==> src/rtl/fc_pkg.sv <==
// Shared types for the FC layer sequencer: layer descriptor, FSM states and
// default ping/pong buffer bases.
package fc_pkg;

  localparam int FC_LEN_W         = 10;
  localparam int FC_PING_BASE_DEF = 0;
  localparam int FC_PONG_BASE_DEF = 512;

  typedef struct packed {
    logic [FC_LEN_W-1:0] in_len;
    logic [FC_LEN_W-1:0] out_len;
    logic                do_bias;
    logic                do_relu;
    logic                do_quant;
    logic [4:0]          quant_shift;
  } fc_layer_desc_t;

  typedef enum logic [2:0] {
    S_IDLE,
    S_LOAD,
    S_LOAD_WAIT,
    S_RUN,
    S_WAIT,
    S_DONE
  } fc_state_e;

endpackage

==> src/rtl/fc_desc_table.sv <==
// Descriptor register file with async read by layer index and a chain check
// that sees a same-cycle write, so a write issued alongside start is honoured.
module fc_desc_table
  import fc_pkg::*;
#(
  parameter int MAX_LAYERS = 4,
  parameter int IDX_W      = 2,
  parameter int NUM_W      = 3
) (
  input  logic           clk_i,
  input  logic           rst_async_n_i,
  input  logic           we_i,
  input  logic [IDX_W-1:0] wr_idx_i,
  input  fc_layer_desc_t wr_desc_i,
  input  logic [IDX_W-1:0] rd_idx_i,
  input  logic [NUM_W-1:0] num_layers_i,
  output fc_layer_desc_t rd_desc_o,
  output logic           chain_ok_o
);

  fc_layer_desc_t tbl_q [MAX_LAYERS];
  fc_layer_desc_t eff   [MAX_LAYERS];

  always_ff @(posedge clk_i or negedge rst_async_n_i) begin
    if (!rst_async_n_i) begin
      for (int i = 0; i < MAX_LAYERS; i++) tbl_q[i] <= '0;
    end else begin
      for (int i = 0; i < MAX_LAYERS; i++)
        if (we_i && wr_idx_i == IDX_W'(i)) tbl_q[i] <= wr_desc_i;
    end
  end

  always_comb begin
    rd_desc_o = '0;
    for (int i = 0; i < MAX_LAYERS; i++)
      if (rd_idx_i == IDX_W'(i)) rd_desc_o = tbl_q[i];
  end

  always_comb begin
    for (int i = 0; i < MAX_LAYERS; i++)
      eff[i] = (we_i && wr_idx_i == IDX_W'(i)) ? wr_desc_i : tbl_q[i];
  end

  always_comb begin
    chain_ok_o = (num_layers_i != '0) && (int'(num_layers_i) <= MAX_LAYERS);
    for (int k = 1; k < MAX_LAYERS; k++)
      if (k < int'(num_layers_i) && eff[k].in_len != eff[k-1].out_len)
        chain_ok_o = 1'b0;
  end

endmodule

==> src/rtl/fc_layer_sequencer.sv <==
// Runtime-programmable FC layer chain sequencer (SRAM load, then per-layer runs
// with ping/pong buffer regions). Optional watchdog under FC_WATCHDOG_EN.
//
// state     | meaning
// IDLE      | accept descriptor writes, wait for start
// LOAD      | pulse core_start for the SRAM -> FC buffer load
// LOAD_WAIT | hold load fields until load_done
// RUN       | pulse core_start for layer layer_idx
// WAIT      | hold layer fields until core_done
// DONE      | one-cycle done pulse with status
module fc_layer_sequencer
  import fc_pkg::*;
#(
  parameter int MAX_LAYERS  = 4,
  parameter int SRAM_ADDR_W = 16,
  parameter int LEN_W       = 10,
  parameter int FB_ADDR_W   = 10,
  parameter int PING_BASE   = FC_PING_BASE_DEF,
  parameter int PONG_BASE   = FC_PONG_BASE_DEF,
  parameter int WDOG_CYCLES = 65535,
  localparam int IDX_W = (MAX_LAYERS > 1) ? $clog2(MAX_LAYERS) : 1,
  localparam int NUM_W = $clog2(MAX_LAYERS + 1)
) (
  input  logic                   clk_i,
  input  logic                   rst_async_n_i,
  input  logic                   cfg_we_i,
  input  logic [IDX_W-1:0]       cfg_idx_i,
  input  fc_layer_desc_t         cfg_desc_i,
  input  logic [NUM_W-1:0]       num_layers_i,
  input  logic [SRAM_ADDR_W-1:0] sram_base_i,
  input  logic                   start_i,
  input  logic                   abort_i,
  input  logic                   load_done_i,
  input  logic                   core_done_i,
  output logic                   busy_o,
  output logic                   core_start_o,
  output logic                   load_from_sram_o,
  output logic [SRAM_ADDR_W-1:0] sram_load_addr_o,
  output logic [LEN_W-1:0]       load_len_o,
  output logic [LEN_W-1:0]       calc_len_o,
  output logic                   do_bias_o,
  output logic                   do_relu_o,
  output logic                   do_quant_o,
  output logic [4:0]             quant_shift_o,
  output logic [FB_ADDR_W-1:0]   fb_rd_addr_o,
  output logic [FB_ADDR_W-1:0]   fb_wr_addr_o,
  output logic [IDX_W-1:0]       layer_idx_o,
  output logic                   done_o,
  output logic                   err_o,
  output logic                   aborted_o,
  output logic                   timeout_o
);

  fc_state_e              state_q, state_d;
  logic [IDX_W-1:0]       layer_idx_q, layer_idx_d;
  logic [NUM_W-1:0]       num_q, num_d;
  logic [SRAM_ADDR_W-1:0] base_q, base_d;
  logic                   err_q, err_d, abort_q, abort_d, tmo_q, tmo_d;
  fc_layer_desc_t         cur_desc;
  logic                   chain_ok, last_layer, waiting, wdog_hit;

  fc_desc_table #(.MAX_LAYERS(MAX_LAYERS), .IDX_W(IDX_W), .NUM_W(NUM_W)) u_table (
    .clk_i        (clk_i),
    .rst_async_n_i(rst_async_n_i),
    .we_i         (cfg_we_i && state_q == S_IDLE),
    .wr_idx_i     (cfg_idx_i),
    .wr_desc_i    (cfg_desc_i),
    .rd_idx_i     (layer_idx_q),
    .num_layers_i (num_layers_i),
    .rd_desc_o    (cur_desc),
    .chain_ok_o   (chain_ok)
  );

  assign waiting    = (state_q == S_LOAD_WAIT) || (state_q == S_WAIT);
  assign last_layer = (NUM_W'(layer_idx_q) == num_q - NUM_W'(1));

`ifdef FC_WATCHDOG_EN
  localparam int WD_W = $clog2(WDOG_CYCLES + 1);
  logic [WD_W-1:0] wdog_q;

  // Non-waiting states hold the counter at zero, so it starts fresh on each wait entry.
  always_ff @(posedge clk_i or negedge rst_async_n_i) begin
    if (!rst_async_n_i) wdog_q <= '0;
    else                wdog_q <= waiting ? wdog_q + WD_W'(1) : '0;
  end
  assign wdog_hit = waiting && (wdog_q == WD_W'(WDOG_CYCLES - 1));
`else
  assign wdog_hit = 1'b0;
`endif

  always_ff @(posedge clk_i or negedge rst_async_n_i) begin
    if (!rst_async_n_i) begin
      state_q     <= S_IDLE;
      layer_idx_q <= '0;
      num_q       <= '0;
      base_q      <= '0;
      err_q       <= 1'b0;
      abort_q     <= 1'b0;
      tmo_q       <= 1'b0;
    end else begin
      state_q     <= state_d;
      layer_idx_q <= layer_idx_d;
      num_q       <= num_d;
      base_q      <= base_d;
      err_q       <= err_d;
      abort_q     <= abort_d;
      tmo_q       <= tmo_d;
    end
  end

  always_comb begin
    state_d     = state_q;
    layer_idx_d = layer_idx_q;
    num_d       = num_q;
    base_d      = base_q;
    err_d       = err_q;
    abort_d     = abort_q;
    tmo_d       = tmo_q;
    case (state_q)
      S_IDLE: if (start_i) begin
        num_d  = num_layers_i;
        base_d = sram_base_i;
        if (chain_ok) state_d = S_LOAD;
        else begin
          state_d = S_DONE;
          err_d   = 1'b1;
        end
      end
      S_LOAD, S_RUN: begin
        if (abort_i) begin
          state_d = S_DONE;
          abort_d = 1'b1;
        end else state_d = (state_q == S_LOAD) ? S_LOAD_WAIT : S_WAIT;
      end
      // Abort outranks a same-cycle completion, and completion outranks the watchdog.
      S_LOAD_WAIT, S_WAIT: begin
        if (abort_i) begin
          state_d = S_DONE;
          abort_d = 1'b1;
        end else if (state_q == S_LOAD_WAIT && load_done_i) begin
          state_d = S_RUN;
        end else if (state_q == S_WAIT && core_done_i) begin
          if (last_layer) state_d = S_DONE;
          else begin
            state_d     = S_RUN;
            layer_idx_d = layer_idx_q + IDX_W'(1);
          end
        end else if (wdog_hit) begin
          state_d = S_DONE;
          tmo_d   = 1'b1;
        end
      end
      S_DONE: begin
        state_d     = S_IDLE;
        layer_idx_d = '0;
        err_d       = 1'b0;
        abort_d     = 1'b0;
        tmo_d       = 1'b0;
      end
      default: state_d = S_IDLE;
    endcase
  end

  always_comb begin
    core_start_o     = (state_q == S_LOAD) || (state_q == S_RUN);
    load_from_sram_o = 1'b0;
    sram_load_addr_o = '0;
    load_len_o       = '0;
    calc_len_o       = '0;
    do_bias_o        = 1'b0;
    do_relu_o        = 1'b0;
    do_quant_o       = 1'b0;
    quant_shift_o    = '0;
    fb_rd_addr_o     = '0;
    fb_wr_addr_o     = '0;
    if (state_q == S_LOAD || state_q == S_LOAD_WAIT) begin
      load_from_sram_o = 1'b1;
      sram_load_addr_o = base_q;
      load_len_o       = LEN_W'(cur_desc.in_len);
      fb_wr_addr_o     = FB_ADDR_W'(PING_BASE);
    end else if (state_q == S_RUN || state_q == S_WAIT) begin
      load_len_o    = LEN_W'(cur_desc.in_len);
      calc_len_o    = LEN_W'(cur_desc.out_len);
      do_bias_o     = cur_desc.do_bias;
      do_relu_o     = cur_desc.do_relu;
      do_quant_o    = cur_desc.do_quant;
      quant_shift_o = cur_desc.quant_shift;
      fb_rd_addr_o  = layer_idx_q[0] ? FB_ADDR_W'(PONG_BASE) : FB_ADDR_W'(PING_BASE);
      fb_wr_addr_o  = layer_idx_q[0] ? FB_ADDR_W'(PING_BASE) : FB_ADDR_W'(PONG_BASE);
    end
  end

  assign busy_o      = (state_q != S_IDLE);
  assign layer_idx_o = layer_idx_q;
  assign done_o      = (state_q == S_DONE);
  assign err_o       = done_o & err_q;
  assign aborted_o   = done_o & abort_q;
  assign timeout_o   = done_o & tmo_q;

endmodule
==> config.mk <==
export PLATFORM = sky130hd
export DESIGN_NAME = fc_layer_sequencer
export DESIGN_NICKNAME = d
export VERILOG_FILES = /design/src/rtl/fc_pkg.sv /design/src/rtl/fc_desc_table.sv /design/src/rtl/fc_layer_sequencer.sv
export SDC_FILE = /design/constraint.sdc
export NUM_CORES = 1
export LEC_CHECK = 0
export BUFFER_PORTS_ARGS = -buffer_cell sky130_fd_sc_hd__buf_2
export CAP_MARGIN = 20
export CORE_MARGIN = 5
export CORE_UTILIZATION = 35
export CTS_BUF_LIST = sky130_fd_sc_hd__clkbuf_8
export CTS_CLUSTER_SIZE = 12
export DETAILED_ROUTE_END_ITERATION = 10
export SLEW_MARGIN = 30
export SYNTH_ARGS = -nofsm -noshare
export SYNTH_HDL_FRONTEND = slang
export SYNTH_HIERARCHICAL = 1
export SYNTH_SLANG_ARGS = --single-unit
==> constraint.sdc <==
create_clock -name clk_i -period 4 [get_ports clk_i]
set_input_delay 0.4 -clock clk_i [delete_from_list [all_inputs] [get_ports clk_i]]
set_output_delay 0.4 -clock clk_i [all_outputs]
set_load 0.01 [all_outputs]
After elaboration in Yosys (flattened, before gate mapping)
Index checks and enable logic that the tools add are counted.
Operators by class
  multiplexer cells: 50
  $add $sub $neg: 2
  reductions and logical operators: 30
  $lt $le $gt $ge: 4
  bitwise logic cells: 2
  eq/ne operators: 23
Operator list (count)
  28-bit 2-to-1 mux: 7
  10-bit 2-to-1 mux: 10
  10-bit != test: 3
  3-bit 2-to-1 mux: 8
  18-bit 2-to-1 mux: 1
  16-bit 2-to-1 mux: 1
  1-bit 2-to-1 mux: 13
  2-bit != test (second input constant): 6
  1-bit logical AND: 11
  5-bit 2-to-1 mux: 2
  3-bit case mux with 3 select lines: 1
  2-bit equality test (second input constant): 4
  2-bit 2-to-1 mux: 4
  3-bit by 2-bit equality test with 1-bit output (second input constant): 2
  3-bit equality test (second input constant): 2
  2-bit by 3-bit < comparator with 1-bit output (first input constant): 2
  2-bit AND reduction: 3
  2-bit nonzero test: 3
  3-bit nonzero test: 2
  5-bit AND reduction: 1
  2-bit by 1-bit equality test with 1-bit output (second input constant): 2
  2-bit logical NOT: 2
  4-bit != test (second input constant): 1
  1-bit case mux with 2 select lines: 2
  other kinds (14): 18
Word-level totals
  bits of input ports: 56
  flip-flop bits (word level): 138

Depth between registers and ports, before layout
  word-level depth: 12
  depth in mapped cells: 16
  mapped depth without buffers: 13

By module
Netlist, hierarchy kept.
Modules (own cells, without submodules)
  fc_desc_table: times used 1, seq. area each 2802.7 µm², cells an instance 321, area an instance 5298.8 µm²
  fc_layer_sequencer: times used 1, seq. area each 650.6 µm², cells an instance 190, area an instance 1788.0 µm²

Least setup slack after synthesis
No wires, ideal clock.
  path kind: register to register
  from: reg state_q[0]
  to: reg state_q[2]
  stages on the path, launching flop included: 16
  buffers on the path: 2
  path slack: 817 ps
  setup time: 129 ps
  data arrival time: 3054 ps
  required time: 3871 ps
  path through: dfrtp_1 buf_4 nor3_2 and2_1 nor3b_1 buf_2 mux2_2 xor2_1 nor4_1 nand4_1 nor4_2 a211o_1 inv_1 o221a_1 nor3_1 a211oi_2
RTL lines
  start, declared: line fc_layer_sequencer.sv:54  | fc_state_e state_q, state_d;
  start signal, assigned: line fc_layer_sequencer.sv:101  | state_q <= state_d;

==> qor.txt <==
Resized cells post-CTS -> 0
nets -> 679
Commonest cells post-synth -> dfrtp_1 (138), mux2_2 (99), and2_1 (40), mux4_2 (28), xor2_1 (24)
first-pass GRT wire length -> 28600 um
flop-to-flop setup slack -> 0.43 ns
Final Wtd Congestion -> 0.775
Post-Route WL -> 17300 um
CTS root buf -> clkbuf_8
Data arrival, critical path -> 3.89 ns
final setup vio count -> 0
Lkg Pwr -> 0.00382 uW
startpoint types -> flip-flop
GR Util met2 -> 0.253
power share of the clock group -> 0.167
Vias -> 4455
Tot GR Track Use -> 0.155
Compound-Gate Fraction of Synth Area -> 0.0240
Max Root-Sink Buffers -> 2
sequential share of the synthesized area -> 0.487
antenna viol nets, final -> 0
Critical Path Sink Type -> flip-flop
Clk Latency, worst-skew pair -> 0.44 ns
main combinational cell family by area after synthesis -> multiplexers
Synth area leader -> dfrtp_1
DR pass1 iterations -> 4
Hold Path Class -> primary input to asynchronous set/reset pin
Worst Setup EP -> state_q[2]$_DFFE_PN0P_
RSZ-0062 raised after global routing -> false
CTS Hold Buffers Added -> 0
post-layout minimum cycle time -> 3.57 ns
P per Cell Area -> 845 nW/um2
Port-buffer cells -> 109
H-tree depth -> 4
switching power -> 2540 uW
FFs w/ async S/R, synth -> 1.00
GRT Max-Usage Layer -> met2
slowest stage delay, CP -> 0.39 ns
synthesized flop and latch total -> 138
Reg-to-Reg End -> state_q[2]$_DFFE_PN0P_
post-synthesis mux area share -> 0.302
library cells used by synthesis -> 51
Slew Limit Fails -> 0
vias in the first global route -> 5163
hpwl dp -> 11900 um
Initial Util -> 0.353
Final Hold Viols -> 0
sw frac -> 0.364
xor/xnor cell area share of the yosys netlist -> 0.0431
Peak VDD IR -> 450 uV
R2R cell count -> 14
met1 Usage GRT -> 0.204
post-layout util -> 0.410
WS Path Type -> flip-flop to flip-flop
critical path depth in cells -> 14
slowest CP cell -> dfrtp_1
share of layout cells above drive strength 1 -> 0.483
crit path cell chain -> nor3_2, and2_1, nor3b_2, buf_12, mux2_2, xor2_1, nor4_1, nand4_1, nor4_2, a211o_1, inv_1, o221a_1, nor3_1, a211oi_2
residual DRC count -> 0
total grt overflow -> 0
M3 GR Usage -> 0.0469
DIE WIDTH -> 152 um
Inserted Diodes -> 0
Post-Syn Instances -> 511
Core Rows -> 52
post-CTS setup buffers -> 0
largest net degree at the start of global routing -> 111
FMAX -> 280 MHz
DR iter-0 viols -> 191
CP Max Fanout -> 28
Synthesis Warnings -> 6
count leader, synth -> dfrtp_1
initial antenna violation count -> 0
max_cap viols -> 0
CP required -> 4.32 ns
Clock Skew -> 0.00548 ns
Num CTS Buffers -> 17
Clock Sinks -> 138
delay-heaviest family, CP -> simple AND/OR/NAND/NOR gates
top-area cell type share of the netlist area -> 0.487
die area -> 23200 um2
Area growth, synth to finish -> 16.3%
fin crit share -> 0.892
Post-Synth Simple-Gate Area -> 0.0892
Synth area leaders -> dfrtp_1 (49%), mux2_2 (16%), mux4_2 (8.9%), and2_1 (3.5%), xor2_1 (3.0%)
Reg clk slew, reported paths -> 0.08 ns
DIE HEIGHT -> 152 um
Vias/cell -> 4.92
measured slew at the worst slew-check pin -> 0.841 ns
WP buf/inv -> 2
core box area -> 20100 um2
TritonCTS clock tree -> yes
Ports -> 129
post-synthesis cell area -> 7090 um2
Adder-Cell Fraction of Synth Area -> 0.00177
Comb pwr share -> 0.484
ys flop type -> dfrtp_1
Fin Setup TNS -> 0 ns
status -> complete, no violations
worst r2r src -> state_q[0]$_DFFE_PN0P_
Pint -> 4430 uW
CP startpoint -> state_q[0]$_DFFE_PN0P_
Post-synth EDFFs -> 0
Mean Syn Cell Area -> 13.9 um2
Seq pwr share -> 0.349
wire per inst -> 19.1 um
Slew headroom -> 0.439
==> cells in the final DEF (no fill, tap or decap), types with 11 or more instances in the layout <==
cell,count
and2_1,39
mux2_4,12
mux4_2,28
mux2_1,18
and3_1,11
buf_4,12
conb_1,19
clkbuf_8,18
buf_2,108
mux2_2,99
xor2_1,24
dfrtp_1,137
==> metal layers <==
metal | wire, um | part of all wire
met5 | 0 | 0
met4 | 226 | 0.013
met3 | 1000 | 0.058
met2 | 8430 | 0.49
met1 | 7620 | 0.44
==> power groups by stage <==
stage,logic (uW),clock network [uW],registers (uW)
2_1_floorplan,2500,0,2330
3_3_place_gp,3350,0,2400
3_5_place_dp,3410,0,2450
4_1_cts,3430,1200,2430
5_1_grt,3710,1250,2510
6_report,3380,1160,2430
==> cells by family (layout without fill, tap and decap cells) <==
kind of cell | after synthesis | in the layout
adder cells (fa/ha/maj) | 1 | 1
multiplexers | 158 | 158
XOR/XNOR | 34 | 34
flip-flops | 138 | 138
AND/OR/NAND/NOR | 100 | 100
other | 1 | 19
AO/OA/AOI/OAI | 23 | 23
buffers and inverters | 56 | 162
==> worst min path at each step <==
stage	from	end	slack, ns	cells after the start
6_report	rst_async_n_i	u_table/tbl_q[16]$_DFFE_PN0N_	0.002	1
5_1_grt	rst_async_n_i	u_table/tbl_q[16]$_DFFE_PN0N_	0.05	1
4_1_cts	rst_async_n_i	u_table/tbl_q[16]$_DFFE_PN0N_	0.13	1
3_5_place_dp	base_q[2]$_DFFE_PN0P_	base_q[2]$_DFFE_PN0P_	0.47	1
3_3_place_gp	base_q[2]$_DFFE_PN0P_	base_q[2]$_DFFE_PN0P_	0.46	1
2_1_floorplan	rst_async_n_i	abort_q$_DFFE_PN0P_	0.10	0
==> sequential cells by signal (all words and copies together), names as in the netlist <==
name	cells
layer_idx_o	2
base_q	16
u_table/tbl_q	112
err_q	1
state_q	3
abort_q	1
num_q	3
==> metrics by stage <==
step / setup WS [ns] / instances / power [uW] / hold WS (ns) / instance area, um2
2_1_floorplan: 0.817 / 529 / 4830 / 0.104 / 7150
3_3_place_gp: 0.540 / 873 / 5750 / 0.459 / 7840
3_5_place_dp: 0.443 / 873 / 5860 / 0.469 / 7840
4_1_cts: 0.417 / 905 / 7060 / 0.129 / 8240
5_1_grt: 0.117 / 905 / 7480 / 0.0535 / 8240
6_report: 0.431 / 905 / 6970 / 0.00235 / 8240
==> layout make-up <==
type                            count  area (um2)
Sequential cell                   138        3450
Multi-Input combinational cell    335        3340
Tap cell                          270         338
Timing Repair Buffer              123         686
Clock buffer                       18         248
Clock inverter                     14         155
Inverter                            7        26.3
Fill cell                        1917       11900
==> worst register-to-register path, delay by kind of cell, from the launching register on <==
| kind | cells | cell delay [ns] |
|---|---|---|
| compound gates | 3 | 0.49 |
| xor+xnor | 1 | 0.15 |
| buf+inv | 2 | 0.32 |
| flops | 1 | 0.39 |
| mux | 1 | 0.39 |
| simple gates | 7 | 1.72 |
(Power assumes the default switching activity.)
